File: config.mk
export PLATFORM = sky130hd
export DESIGN_NAME = send_scheduler_flat
export DESIGN_NICKNAME = d
export VERILOG_FILES = /design/src/rtl/send_scheduler_pkg.sv /design/src/rtl/send_scheduler_if.sv /design/src/rtl/send_scheduler_byte_fifo.sv /design/src/rtl/send_scheduler.sv /design/src/flat_wrapper.sv
export SDC_FILE = /design/constraint.sdc
export NUM_CORES = 1
export LEC_CHECK = 0
export BUFFER_PORTS_ARGS = -buffer_cell sky130_fd_sc_hd__clkbuf_2
export CORE_MARGIN = 2
export CORE_UTILIZATION = 45
export CTS_BUF_LIST = sky130_fd_sc_hd__clkbuf_8
export CTS_CLUSTER_DIAMETER = 200
export DETAILED_ROUTE_END_ITERATION = 8
export PLACE_DENSITY = 0.59
export SYNTH_ARGS = -nofsm -noshare
export SYNTH_HDL_FRONTEND = slang
export SYNTH_SLANG_ARGS = --single-unit
File: constraint.sdc
create_clock -name clk -period 2.8 [get_ports clk]
set_clock_uncertainty 0.1 [all_clocks]
set_input_delay 0.56 -clock clk [delete_from_list [all_inputs] [get_ports clk]]
set_output_delay 0.56 -clock clk [all_outputs]
set_load 0.05 [all_outputs]
File: src/rtl/send_scheduler_pkg.sv
// Shared definitions for the send scheduler: FSM states, source ids, defaults.
package send_pkg;

  typedef enum logic [1:0] {
    IDLE      = 2'd0,
    ISSUE     = 2'd1,
    WAIT_BUSY = 2'd2,
    WAIT_DONE = 2'd3
  } state_t;

  localparam logic SRC_STAT = 1'b0;
  localparam logic SRC_DATA = 1'b1;

  localparam int DEFAULT_DEPTH = 16;
  localparam int DEFAULT_CNT_W = 32;

endpackage

File: src/rtl/send_scheduler_if.sv
// Byte-serial sender handshake: scheduler drives transmit/txByte, sender reports busy.
interface send_scheduler_if;

  logic       transmit;
  logic [7:0] txByte;
  logic       isTransmitting;

  modport master (
    output transmit,
    output txByte,
    input  isTransmitting
  );

  modport slave (
    input  transmit,
    input  txByte,
    output isTransmitting
  );

endinterface

File: src/rtl/send_scheduler_byte_fifo.sv
// Byte-wide synchronous FIFO with a combinationally visible head entry.
module byte_fifo
  import send_pkg::*;
#(
  parameter int DEPTH = DEFAULT_DEPTH
) (
  input  logic                     clk,
  input  logic                     rstN,
  input  logic                     push,
  input  logic                     pop,
  input  logic [7:0]               push_data,
  output logic [7:0]               head,
  output logic [$clog2(DEPTH):0]   level,
  output logic                     full,
  output logic                     empty
);

  localparam int AW = $clog2(DEPTH);
  localparam logic [AW:0] FULL_LEVEL = (AW + 1)'(DEPTH);

  logic [7:0]    mem [DEPTH];
  logic [AW-1:0] rd_ptr;
  logic [AW-1:0] wr_ptr;
  logic          do_push;
  logic          do_pop;

  assign full    = (level == FULL_LEVEL);
  assign empty   = (level == '0);
  assign do_pop  = pop && !empty;
  assign do_push = push && (!full || do_pop);
  assign head    = mem[rd_ptr];

  // Storage array; contents need no reset because level gates every read.
  always_ff @(posedge clk) begin
    if (do_push) begin
      mem[wr_ptr] <= push_data;
    end
  end

  // Pointer and occupancy bookkeeping; simultaneous push and pop keep the level.
  always_ff @(posedge clk) begin
    if (!rstN) begin
      rd_ptr <= '0;
      wr_ptr <= '0;
      level  <= '0;
    end else begin
      if (do_push) begin
        wr_ptr <= wr_ptr + 1'b1;
      end
      if (do_pop) begin
        rd_ptr <= rd_ptr + 1'b1;
      end
      case ({do_push, do_pop})
        2'b10:   level <= level + 1'b1;
        2'b01:   level <= level - 1'b1;
        default: level <= level;
      endcase
    end
  end

endmodule

File: src/rtl/send_scheduler.sv
// Packs TRNG bits into bytes, queues them, and arbitrates data vs status bytes
// onto the byte-serial sender handshake.
module send_scheduler
  import send_pkg::*;
#(
  parameter int DEPTH = DEFAULT_DEPTH,
  parameter int CNT_W = DEFAULT_CNT_W
) (
  input  logic                    clk,
  input  logic                    rstN,
  input  logic                    enable,
  input  logic                    bitIn,
  input  logic                    bitValid,
  input  logic                    statReq,
  input  logic [7:0]              statByte,
  output logic                    statAck,
  send_scheduler_if.master        bus,
  output logic                    overflow,
  input  logic                    clearOvf,
  output logic [$clog2(DEPTH):0]  fifoLevel,
  output logic [CNT_W-1:0]        bytesSent
);

  logic [2:0]       bit_cnt;
  logic [6:0]       shift_reg;
  logic             byte_done;
  logic [7:0]       packed_byte;

  logic             pop;
  logic [7:0]       head;
  logic             full;
  logic             empty;

  state_t           state;
  state_t           next_state;
  logic             prio;
  logic             next_prio;
  logic             winner;
  logic             stat_ack;
  logic [7:0]       tx_byte;
  logic [CNT_W-1:0] sent_cnt;
  logic             ovf_flag;

  assign byte_done   = enable && bitValid && (bit_cnt == 3'd7);
  assign packed_byte = {shift_reg, bitIn};

  // MSB-first bit packer; dropping enable discards any partial byte.
  always_ff @(posedge clk) begin
    if (!rstN || !enable) begin
      bit_cnt   <= '0;
      shift_reg <= '0;
    end else if (bitValid) begin
      if (bit_cnt == 3'd7) begin
        bit_cnt   <= '0;
        shift_reg <= '0;
      end else begin
        bit_cnt   <= bit_cnt + 3'd1;
        shift_reg <= {shift_reg[5:0], bitIn};
      end
    end
  end

  byte_fifo #(.DEPTH(DEPTH)) u_fifo (
    .clk       (clk),
    .rstN      (rstN),
    .push      (byte_done),
    .pop       (pop),
    .push_data (packed_byte),
    .head      (head),
    .level     (fifoLevel),
    .full      (full),
    .empty     (empty)
  );

  // Next-state, round-robin source selection and selection-cycle strobes.
  always_comb begin
    next_state = state;
    next_prio  = prio;
    winner     = SRC_STAT;
    pop        = 1'b0;
    stat_ack   = 1'b0;
    if (rstN) begin
      unique case (state)
        IDLE: begin
          if (!bus.isTransmitting && (statReq || !empty)) begin
            if (statReq && !empty) begin
              winner    = prio;
              next_prio = ~prio;
            end else if (statReq) begin
              winner = SRC_STAT;
            end else begin
              winner = SRC_DATA;
            end
            next_state = ISSUE;
            if (winner == SRC_STAT) begin
              stat_ack = 1'b1;
            end else begin
              pop = 1'b1;
            end
          end
        end
        ISSUE:     next_state = WAIT_BUSY;
        WAIT_BUSY: if (bus.isTransmitting) next_state = WAIT_DONE;
        WAIT_DONE: if (!bus.isTransmitting) next_state = IDLE;
        default:   next_state = IDLE;
      endcase
    end
  end

  // FSM state and arbitration pointer; pointer starts favouring status.
  always_ff @(posedge clk) begin
    if (!rstN) begin
      state <= IDLE;
      prio  <= SRC_STAT;
    end else begin
      state <= next_state;
      prio  <= next_prio;
    end
  end

  // Output byte register, loaded from the winning source in the selection cycle.
  always_ff @(posedge clk) begin
    if (!rstN) begin
      tx_byte <= '0;
    end else if (stat_ack) begin
      tx_byte <= statByte;
    end else if (pop) begin
      tx_byte <= head;
    end
  end

  // Sent-byte counter, bumped once per transmit pulse and free to wrap.
  always_ff @(posedge clk) begin
    if (!rstN) begin
      sent_cnt <= '0;
    end else if (state == ISSUE) begin
      sent_cnt <= sent_cnt + 1'b1;
    end
  end

  // Sticky overflow: a completed byte that the full FIFO could not take wins over clear.
  always_ff @(posedge clk) begin
    if (!rstN) begin
      ovf_flag <= 1'b0;
    end else if (byte_done && full && !pop) begin
      ovf_flag <= 1'b1;
    end else if (clearOvf) begin
      ovf_flag <= 1'b0;
    end
  end

  assign bus.transmit = (state == ISSUE);
  assign bus.txByte   = tx_byte;
  assign statAck      = stat_ack;
  assign bytesSent    = sent_cnt;
  assign overflow     = ovf_flag;

endmodule

File: src/flat_wrapper.sv
// flat-port wrapper written by rule: the top's interface ports become plain ports
module send_scheduler_flat import send_pkg::*;
#(
  parameter int DEPTH = DEFAULT_DEPTH,
  parameter int CNT_W = DEFAULT_CNT_W
)
  (clk, rstN, enable, bitIn, bitValid, statReq, statByte, statAck, overflow, clearOvf, fifoLevel, bytesSent, bus_transmit, bus_txByte, bus_isTransmitting);
  send_scheduler_if bus_i ();
  input  logic clk;
  input  logic rstN;
  input  logic enable;
  input  logic bitIn;
  input  logic bitValid;
  input  logic statReq;
  input  logic [7:0] statByte;
  output logic statAck;
  output logic overflow;
  input  logic clearOvf;
  output logic [$clog2(DEPTH):0] fifoLevel;
  output logic [CNT_W-1:0] bytesSent;
  output wire logic [$bits(bus_i.transmit)-1:0] bus_transmit;
  output wire logic [$bits(bus_i.txByte)-1:0] bus_txByte;
  input wire logic [$bits(bus_i.isTransmitting)-1:0] bus_isTransmitting;
  assign bus_transmit = bus_i.transmit;
  assign bus_txByte = bus_i.txByte;
  assign bus_i.isTransmitting = bus_isTransmitting;
  send_scheduler #(.DEPTH(DEPTH), .CNT_W(CNT_W)) u_core (.clk(clk), .rstN(rstN), .enable(enable), .bitIn(bitIn), .bitValid(bitValid), .statReq(statReq), .statByte(statByte), .statAck(statAck), .bus(bus_i), .overflow(overflow), .clearOvf(clearOvf), .fifoLevel(fifoLevel), .bytesSent(bytesSent));
endmodule
### Word-level counts from Yosys, hierarchy flattened

Memory sizes are Yosys's and may differ from the RTL's. A register that Yosys moved wholly into a read port is not among the register bits.
Cells that the tools add are included.
W data, S select, Z words.

| cells by class | value |
|---|---|
| $add $sub $neg | 6 |
| equal/unequal tests | 10 |
| mux-type cells | 28 |
| bitwise operators | 1 |
| reduce and logical (&&, ||, !) cells | 24 |

Operator list:

| kind | count |
|---|---|
| $add A32 B1 Y32 const B | 1 |
| $mux W1 | 17 |
| $mux W8 | 2 |
| $pmux W5 S2 | 1 |
| $add A4 B1 Y4 const B | 2 |
| $logic_and A1 B1 Y1 | 8 |
| $mux W4 | 2 |
| $pmux W2 S4 | 1 |
| $mux W7 | 1 |
| $eq A2 B2 Y1 const B | 3 |
| $logic_not A1 Y1 | 6 |
| $mux W2 | 3 |
| $reduce_and A3 Y1 | 2 |
| $reduce_bool A2 Y1 | 3 |
| $add A5 B1 Y5 const B | 1 |
| $eq A5 B5 Y1 const B | 1 |
| $logic_not A5 Y1 | 1 |
| $sub A5 B1 Y5 const B | 1 |
| $eq A2 B1 Y1 const B | 2 |
| $ne A2 B2 Y1 const B | 2 |
| $add A3 B1 Y3 const B | 1 |
| $eq A3 B3 Y1 const B | 1 |
| $logic_or A1 B1 Y1 | 3 |
| $mux W3 | 1 |
| other kinds (3) | 3 |

| storage, ports and cells | value |
|---|---|
| flip-flop bits (word level) | 67 |
| bits in writable memories | 128 |
| input bits | 16 |
| output and inout bits | 48 |
| logic and storage cells | 80 |
| memories | 1 |

Memories:

| name | words | bits a word | read ports | clocked after memory_dff | write ports | line | source |
|---|---|---|---|---|---|---|---|
| u_core.u_fifo.mem | 16 | 8 | 1 | 1 | 1 | send_scheduler_byte_fifo.sv:21 | `logic [7:0] mem [DEPTH];` |

### Logic depth before layout (Yosys ltp)

Gate-level depths: netlist (run 1).

| depth | value |
|---|---|
| word-level depth | 16 |
| depth in mapped cells | 14 |
| gate-level depth less buffers | 12 |

### Hierarchy

From an unflattened synthesis (run 1), not the netlist that was laid out.

| second synthesis, totals | value |
|---|---|
| cell total of the unflattened synthesis | 609 |
| area total of the unflattened synthesis | 8420.6 µm² |

Modules (own cells, without submodules):

| module | instances | cells each | area each (µm²) | sequential area each (µm²) |
|---|---|---|---|---|
| byte_fifo | 1 | 323 | 5895.7 | 4184.0 |
| send_scheduler | 1 | 286 | 2524.9 | 1081.0 |

### Worst setup path after synthesis (run 1)

Ideal clock, no wire load.

| path | value |
|---|---|
| path kind | register to register |
| start point | reg u_core.u_fifo.level[1] |
| end point | reg u_core.u_fifo.level[4] |
| arrival time | 2496 ps |
| slack | 77 ps |
| cell stages (with the launch flop) | 14 |
| period minus slack after synthesis | 2723 ps |
| path through | dfxtp_1 buf_6 nor4_4 a221oi_2 buf_4 buf_2 nand2_1 xnor2_1 ha_1 nor4_1 nand2_1 mux2i_1 xnor2_1 nor2_1 |

| on the way | value |
|---|---|
| cells in the longest elaborated chain, start to end | 16 |
| elaborated cells between the ends (all ways) | 24 |

Ends and longest elaborated chain:

| what | line | source |
|---|---|---|
| from (decl) | send_scheduler_byte_fifo.sv:13 | `output logic [$clog2(DEPTH):0] level,` |
| from (signal assigned) | send_scheduler_byte_fifo.sv:54 | `2'b10: level <= level + 1'b1;` |
| from (signal assigned) | send_scheduler_byte_fifo.sv:55 | `2'b01: level <= level - 1'b1;` |
| from (signal assigned) | send_scheduler_byte_fifo.sv:56 | `default: level <= level;` |
| $logic_not A5 Y1 | send_scheduler_byte_fifo.sv:28 | `assign empty = (level == '0);` |
| $logic_not A1 Y1 | send_scheduler_byte_fifo.sv:29, send_scheduler.sv:85, send_scheduler.sv:86 |  |
| $logic_and A1 B1 Y1 | send_scheduler.sv:86 | `if (statReq && !empty) begin` |
| $mux W1 | send_scheduler.sv:86 |  |
| $mux W1 | send_scheduler.sv:85 | `if (!bus.isTransmitting && (statReq \|\| !empty)) begin` |
| $mux W1 | send_scheduler.sv:83 | `unique case (state)` |
| $mux W1 | send_scheduler.sv:82 | `if (rstN) begin` |
| $mux W1 | send_scheduler.sv:95 | `if (winner == SRC_STAT) begin` |
| $mux W1 | send_scheduler.sv:85 |  |
| $mux W1 | send_scheduler.sv:83 |  |
| $mux W1 | send_scheduler.sv:82 |  |
| $logic_and A1 B1 Y1 | send_scheduler_byte_fifo.sv:29 | `assign do_pop = pop && !empty;` |
| $logic_or A1 B1 Y1 | send_scheduler_byte_fifo.sv:30 | `assign do_push = push && (!full \|\| do_pop);` |
| $logic_and A1 B1 Y1 | send_scheduler_byte_fifo.sv:30 |  |
| $eq A2 B1 Y1 or $eq A2 B2 Y1 (tied branches) | send_scheduler_byte_fifo.sv:53 | `case ({do_push, do_pop})` |
| $pmux W5 S2 or $reduce_bool A2 Y1 (tied branches) | -- |  |

Parallel ways exist; a longest one is shown, timed or not. The select of a mux whose other input is x is not followed.
A chain may end at the register's enable or synchronous reset.

### Final worst setup path (run 1)

| path | value |
|---|---|
| start point | reg u_core.u_fifo.level[0] |
| end point | out statAck |

| on the way | value |
|---|---|
| cells in the longest elaborated chain, start to end | 11 |
| elaborated cells between the ends (all ways) | 13 |

Ends and longest elaborated chain:

| what | line | source |
|---|---|---|
| $logic_not A5 Y1 (*) | send_scheduler_byte_fifo.sv:28 |  |
| $logic_not A1 Y1 (*) | send_scheduler.sv:85, send_scheduler.sv:86 |  |
| $logic_and A1 B1 Y1 | send_scheduler.sv:86 |  |
| $mux W1 | send_scheduler.sv:86 |  |
| $mux W1 | send_scheduler.sv:85 |  |
| $mux W1 | send_scheduler.sv:83 |  |
| $mux W1 | send_scheduler.sv:82 |  |
| $mux W1 | send_scheduler.sv:95 |  |
| $mux W1 (*) | send_scheduler.sv:85 |  |
| $mux W1 (*) | send_scheduler.sv:83 |  |
| $mux W1 (*) | send_scheduler.sv:82 |  |
| to (decl) | flat_wrapper.sv:16 | `output logic statAck;` |

Mark *: on every way between the ends. The rest lies on a longest branch, timed or not. The select of a mux whose other input is x is not followed.

==> results.cfg, run 1 <==
[worst_setup_path]
worst_ep_required_time_ns = 2.14
cp.buffers_inverters = 1
setup.worst_path.class = flop to primary output
slowest_delay_ns = 0.40
reg2reg_from = u_core.u_fifo.level[1]
slowest_stage = dfxtp_1
rr_worst_depth = 6
worst-r2r-setup-slack_ns = 0.25
crit_start = u_core.u_fifo.level[0]
cp.depth = 4
path_cells = nor4_4, nand2_1, a21oi_2, clkbuf_2
critical_path.endpoint = statAck
critPathMaxFanout = 6
end_kind = primary output
start_kind = flop
crit_family = simple AND/OR/NAND/NOR gates
r2r_end = u_core.u_fifo.mem[0][1]
cp_data_arrival_time_ns = 1.94

[detailed_routing]
dr_total_vias = 5269
wire_per_inst_um = 19.33
drt_iter0_drc = 501
totalWireLength_um = 18600
firstDrtPassIters = 5
drc = 0
post_drt_via_cell_ratio = 5.477
final_antenna_net_count = 0

[synth]
syn-instance-count = 648
synth_area_leader_cell = edfxtp_1
yosysTopAreaCellShare_pct = 46.00
yosys-top-cells-count = 128 x edfxtp_1, 71 x dfxtp_1, 69 x mux2i_1
syn_area_mm2 = 0.008356
ys_warn_count = 0
synth_edf_count = 128
syn_area_per_cell_um2 = 12.89
synth_nets = 678
synth_cell_type_count = 57
synth-async-reset-ratio_pct = 0
yosysMostFrequentCell = edfxtp_1
synth_flop_cell = edfxtp_1
synth_area_leaders = edfxtp_1 46%, dfxtp_1 17%, mux2i_1 8.3%
ys_seq_area_share_pct = 63.01
synth-seq-cells = 199

[outcome]
status = finished, final reports clean

[clock_tree]
clk_latency_ns = 0.46
cts_buffer_depth = 2
cts-root-buf = clkbuf_8
cts-hold-fix-buffers = 0
path_clk_slew_ns = 0.11
cts_sinks = 199
cts_max_level = 4
numCtsBuffers = 17
tritoncts = done

[timing]
relSlewSlack_pct = 39.93
fmax_mhz = 385.0
hold_viol = 0
worstMarginPinSlew_ns = 0.8998
rsz0062_at_grt = false
fin_tns_setup_ns = 0
fin_crit_ns = 2.597
setup_viol = 0
period_share_pct = 92.75
finalMaxSlewViolations = 0

[layout]
final_cells = 962
multiInputGateArea_mm2 = 0.002910
largest_reg_flops = 128
top_register = u_core.u_fifo.mem
syn2layout_area_growth_pct = 12.79
fillCellCount = 1523
register_area_mm2 = 0.005266
final_core_util_pct = 52.11
n_antenna_cell = 0
final_nets = 750
drive_above_1_share_pct = 17.87

[global_route]
grt_pass1_vias = 5176
grtUsageTotal_pct = 19.61
grt_max_degree = 44
antenna_found_initial = 0
grt_pass1_wl_um = 29060
grt_overflow_total = 0

[power_and_ir_drop]
finalPower_mw = 5.429
peakVddDrop_uv = 291.7
p_leak_nw = 3.325
p_per_area_mw_per_mm2 = 576.1

[die]
die_y_um = 140.3
die_width_um = 140.3
dieArea_mm2 = 0.01967
row_count = 49
start_util_pct = 46.20
ios = 64
core_mm2 = 0.01809

[placed_design]
place_hpwl_um = 12870
dp.cells = 929
gp_congestion = 0.8155
port_buffers = 63

[hold_path]
hp-class = input pin to flop

[job]
maxCapViolations = 0
[per-layer routing]
layer	vias up	share of wire (%)	track usage, %
met3	19	5.0	4.376
met2	129	48	31.73
met4	0	1.6	5.423
met1	2554	45	26.86
met5	-	0	0
li1	2567	-	-
[metrics by stage]
| step | instance area (um2) | setup slack (ns) | hold WS (ns) |
|---|---|---|---|
| after floorplan | 8356 | 0.07655 | 0.3673 |
| after global placement | 8976 | 0.1878 | 0.3521 |
| after detailed placement | 8976 | 0.1161 | 0.3589 |
| after CTS | 9407 | 0.07342 | 0.2635 |
| after global routing | 9424 | 0.01399 | 0.2712 |
| final | 9424 | 0.2029 | 0.2886 |
[report_power, final]
group	switching, mW	internal [mW]	total, mW
Combinational	0.217	0.105	0.322
Sequential	0.0306	3.12	3.15
Clock	0.980	0.981	1.96
[logic make-up after synthesis]
| family | after synthesis | share of synthesized area (%) |
|---|---|---|
| fa+ha+maj | 14 | 2.096 |
| buf+inv | 44 | 2.411 |
| simple gates | 209 | 13.97 |
| mux | 71 | 8.535 |
| flops | 199 | 63.01 |
| xor+xnor | 27 | 2.830 |
| compound gates | 84 | 7.143 |
[worst min-delay path by stage]
stage | startpoint | to | slack [ns] | cells past startpoint
after CTS | clearOvf | u_core.overflow | 0.26 | 3
after detailed placement | u_core.bytesSent[31] | u_core.bytesSent[31] | 0.36 | 2
after global routing | clearOvf | u_core.overflow | 0.27 | 3
after floorplan | u_core.bit_cnt[2] | u_core.bit_cnt[2] | 0.37 | 2
after global placement | u_core.bytesSent[31] | u_core.bytesSent[31] | 0.35 | 2
final | clearOvf | u_core.overflow | 0.29 | 3
[layout make-up]
type / count / area share [%]
Clock inverter: 15 / 2.084
Clock buffer: 17 / 2.483
Sequential cell: 199 / 55.88
Inverter: 14 / 0.5576
Timing Repair Buffer: 83 / 5.072
Multi-Input combinational cell: 405 / 30.88
Tap cell: 229 / 3.040
[cell usage in the layout, fill, tap and decap left out, types with 3 or more instances in the layout]
master / n
nor3_1: 4
ha_1: 13
nor2b_1: 11
dfxtp_1: 70
and3_1: 3
nand3b_1: 9
o21bai_1: 4
a22oi_1: 8
bufinv_16: 4
and2_1: 11
a211oi_1: 7
o21ai_0: 5
nand2b_1: 13
mux2i_1: 69
nand4_1: 13
a21oi_1: 20
xnor2_1: 14
a31oi_1: 10
a221oi_1: 6
xor2_1: 13
nand2_1: 40
edfxtp_1: 128
o31ai_1: 3
nor4_2: 3
or3_1: 5
inv_6: 5
buf_4: 19
a222oi_1: 10
nor2_1: 50
clkbuf_2: 63
clkbuf_8: 17
and4_1: 7
nand3_1: 22
inv_1: 15
[repair_timing]
action,CTS,global route
resized for setup,0,3
setup buffers,0,1
setup endpoints to repair,0,10
[worst min-delay path, cell delays in order]
cell and delay, ns:
clkbuf_2 0.08, o32a_1 0.13, nor2_1 0.04
No activity file was read; power rests on OpenSTA's default activity.
==> run 2: changes to the inputs <==
CORE_ASPECT_RATIO = 0.5   (was not set)
==> results.cfg, run 2 (synthesis gave the netlist of run 1 again) <==
[layout]
final_common_cell = edfxtp_1
final_nets = 749
drive_above_1_share_pct = 17.62
largest_reg_flops = 128
n_antenna_cell = 0
top_register = u_core.u_fifo.mem
syn2layout_area_growth_pct = 12.92
final_cell_mix = 128 x edfxtp_1, 70 x dfxtp_1, 69 x mux2i_1, 62 x clkbuf_2, 50 x nor2_1
final_core_util_pct = 51.54

[worst_setup_path]
critPathMaxFanout = 6
end_kind = primary output
cp_data_arrival_time_ns = 1.97
setup.worst_path.class = flop to primary output
reg2reg_from = u_core.state[0]
slowest_delay_ns = 0.45
crit_start = u_core.u_fifo.level[0]
worst_ep_required_time_ns = 2.14
path_cells = nor4_4, nand2_1, a21oi_2, buf_12
slowest_stage = nor4_4
start_kind = flop

[global_route]
grt_max_degree = 54
grt_overflow_total = 0
grt_pass1_wl_um = 29120
grtUsageTotal_pct = 19.97
antenna_found_initial = 0
grt_pass1_vias = 5104

[detailed_routing]
drc = 0
totalWireLength_um = 18970
post_drt_via_cell_ratio = 5.532
final_antenna_net_count = 0
drt_iter0_drc = 427
firstDrtPassIters = 7
wire_per_inst_um = 19.51
dr_total_vias = 5377

[power_and_ir_drop]
p_per_area_mw_per_mm2 = 569.1
finalPower_mw = 5.370
p_leak_nw = 3.304
peakVddDrop_uv = 426.8

[timing]
setup_viol = 0
fmax_mhz = 379.5
finalMaxSlewViolations = 0
final.setup.worst_slack_ns = 0.1651
fin_tns_setup_ns = 0
fin_crit_ns = 2.635
hold_viol = 0
rsz0062_at_grt = false
period_share_pct = 94.10
relSlewSlack_pct = 42.54
worstMarginPinSlew_ns = 0.8607

[job]
maxCapViolations = 0

[clock_tree]
cts-root-buf = clkbuf_8
cts_max_level = 4
tritoncts = done
cts_sinks = 199
clk_latency_ns = 0.49
cts_buffer_depth = 2
cts-hold-fix-buffers = 0
numCtsBuffers = 17
path_clk_slew_ns = 0.12
post-cts-setup-buffer-count = 0
cts_resized = 0

[outcome]
status = finished, final reports clean

[hold_path]
hp-class = input pin to flop
worstHoldStart = clearOvf

[die]
dieArea_mm2 = 0.01974
die_width_um = 196.7
die_y_um = 100.4
row_count = 35
start_util_pct = 45.65
core_mm2 = 0.01831
ios = 64

[placed_design]
port_buffers = 63
place_hpwl_um = 12780
dp_slack_ns = 0.1933
gp_congestion = 0.8185
-- run 2: path summary, 6_finish.rpt --
| path | slack [ns] | to | cells past startpoint |
|---|---|---|---|
| worst min register to register | 0.38 | u_core.bytesSent[31] | 2 |
| worst max register to register | 0.27 | u_core.u_fifo.mem[11][5] | 8 |
| worst min-delay path | 0.24 | u_core.overflow | 3 |
| worst max-delay path | 0.17 | statAck | 4 |
-- run 2: worst max-delay path: cells and delay by family, from the launching register on --
family	cells	cell delay, ns
simple gates	2	0.63
buf+inv	1	0.18
compound gates	1	0.28
flops	1	0.41
-- run 2: layout make-up --
| cell class | count | area (um2) |
|---|---|---|
| multi-input combinational | 405 | 2900 |
| sequential | 199 | 5266 |
| clock inverter | 15 | 183.9 |
| clock buffer | 17 | 234.0 |
| fill | 1608 | 8870 |
| inverter | 14 | 52.55 |
| timing repair buffer | 82 | 498.0 |
| tap | 240 | 300.3 |
-- run 2: layer usage --
layer	global-route usage, %	share of wire [%]
met1	29.96	50
met2	28.56	42
met3	4.368	6.1
met5	0	0
met4	6.883	2.0
-- run 2: report_power, final --
| group | switching [mW] | internal [mW] | total [mW] |
|---|---|---|---|
| Clock | 1.20 | 0.701 | 1.90 |
| Sequential | 0.0288 | 3.12 | 3.15 |
| Combinational | 0.219 | 0.109 | 0.328 |
-- run 2: through the flow --
stage / std cells / cell area (um2) / hold WS, ns
after floorplan: 648 / 8356 / 0.3673
after global placement: 940 / 9017 / 0.3500
after detailed placement: 940 / 9017 / 0.3614
after CTS: 972 / 9435 / 0.2141
after global routing: 972 / 9435 / 0.2083
final: 972 / 9435 / 0.2357
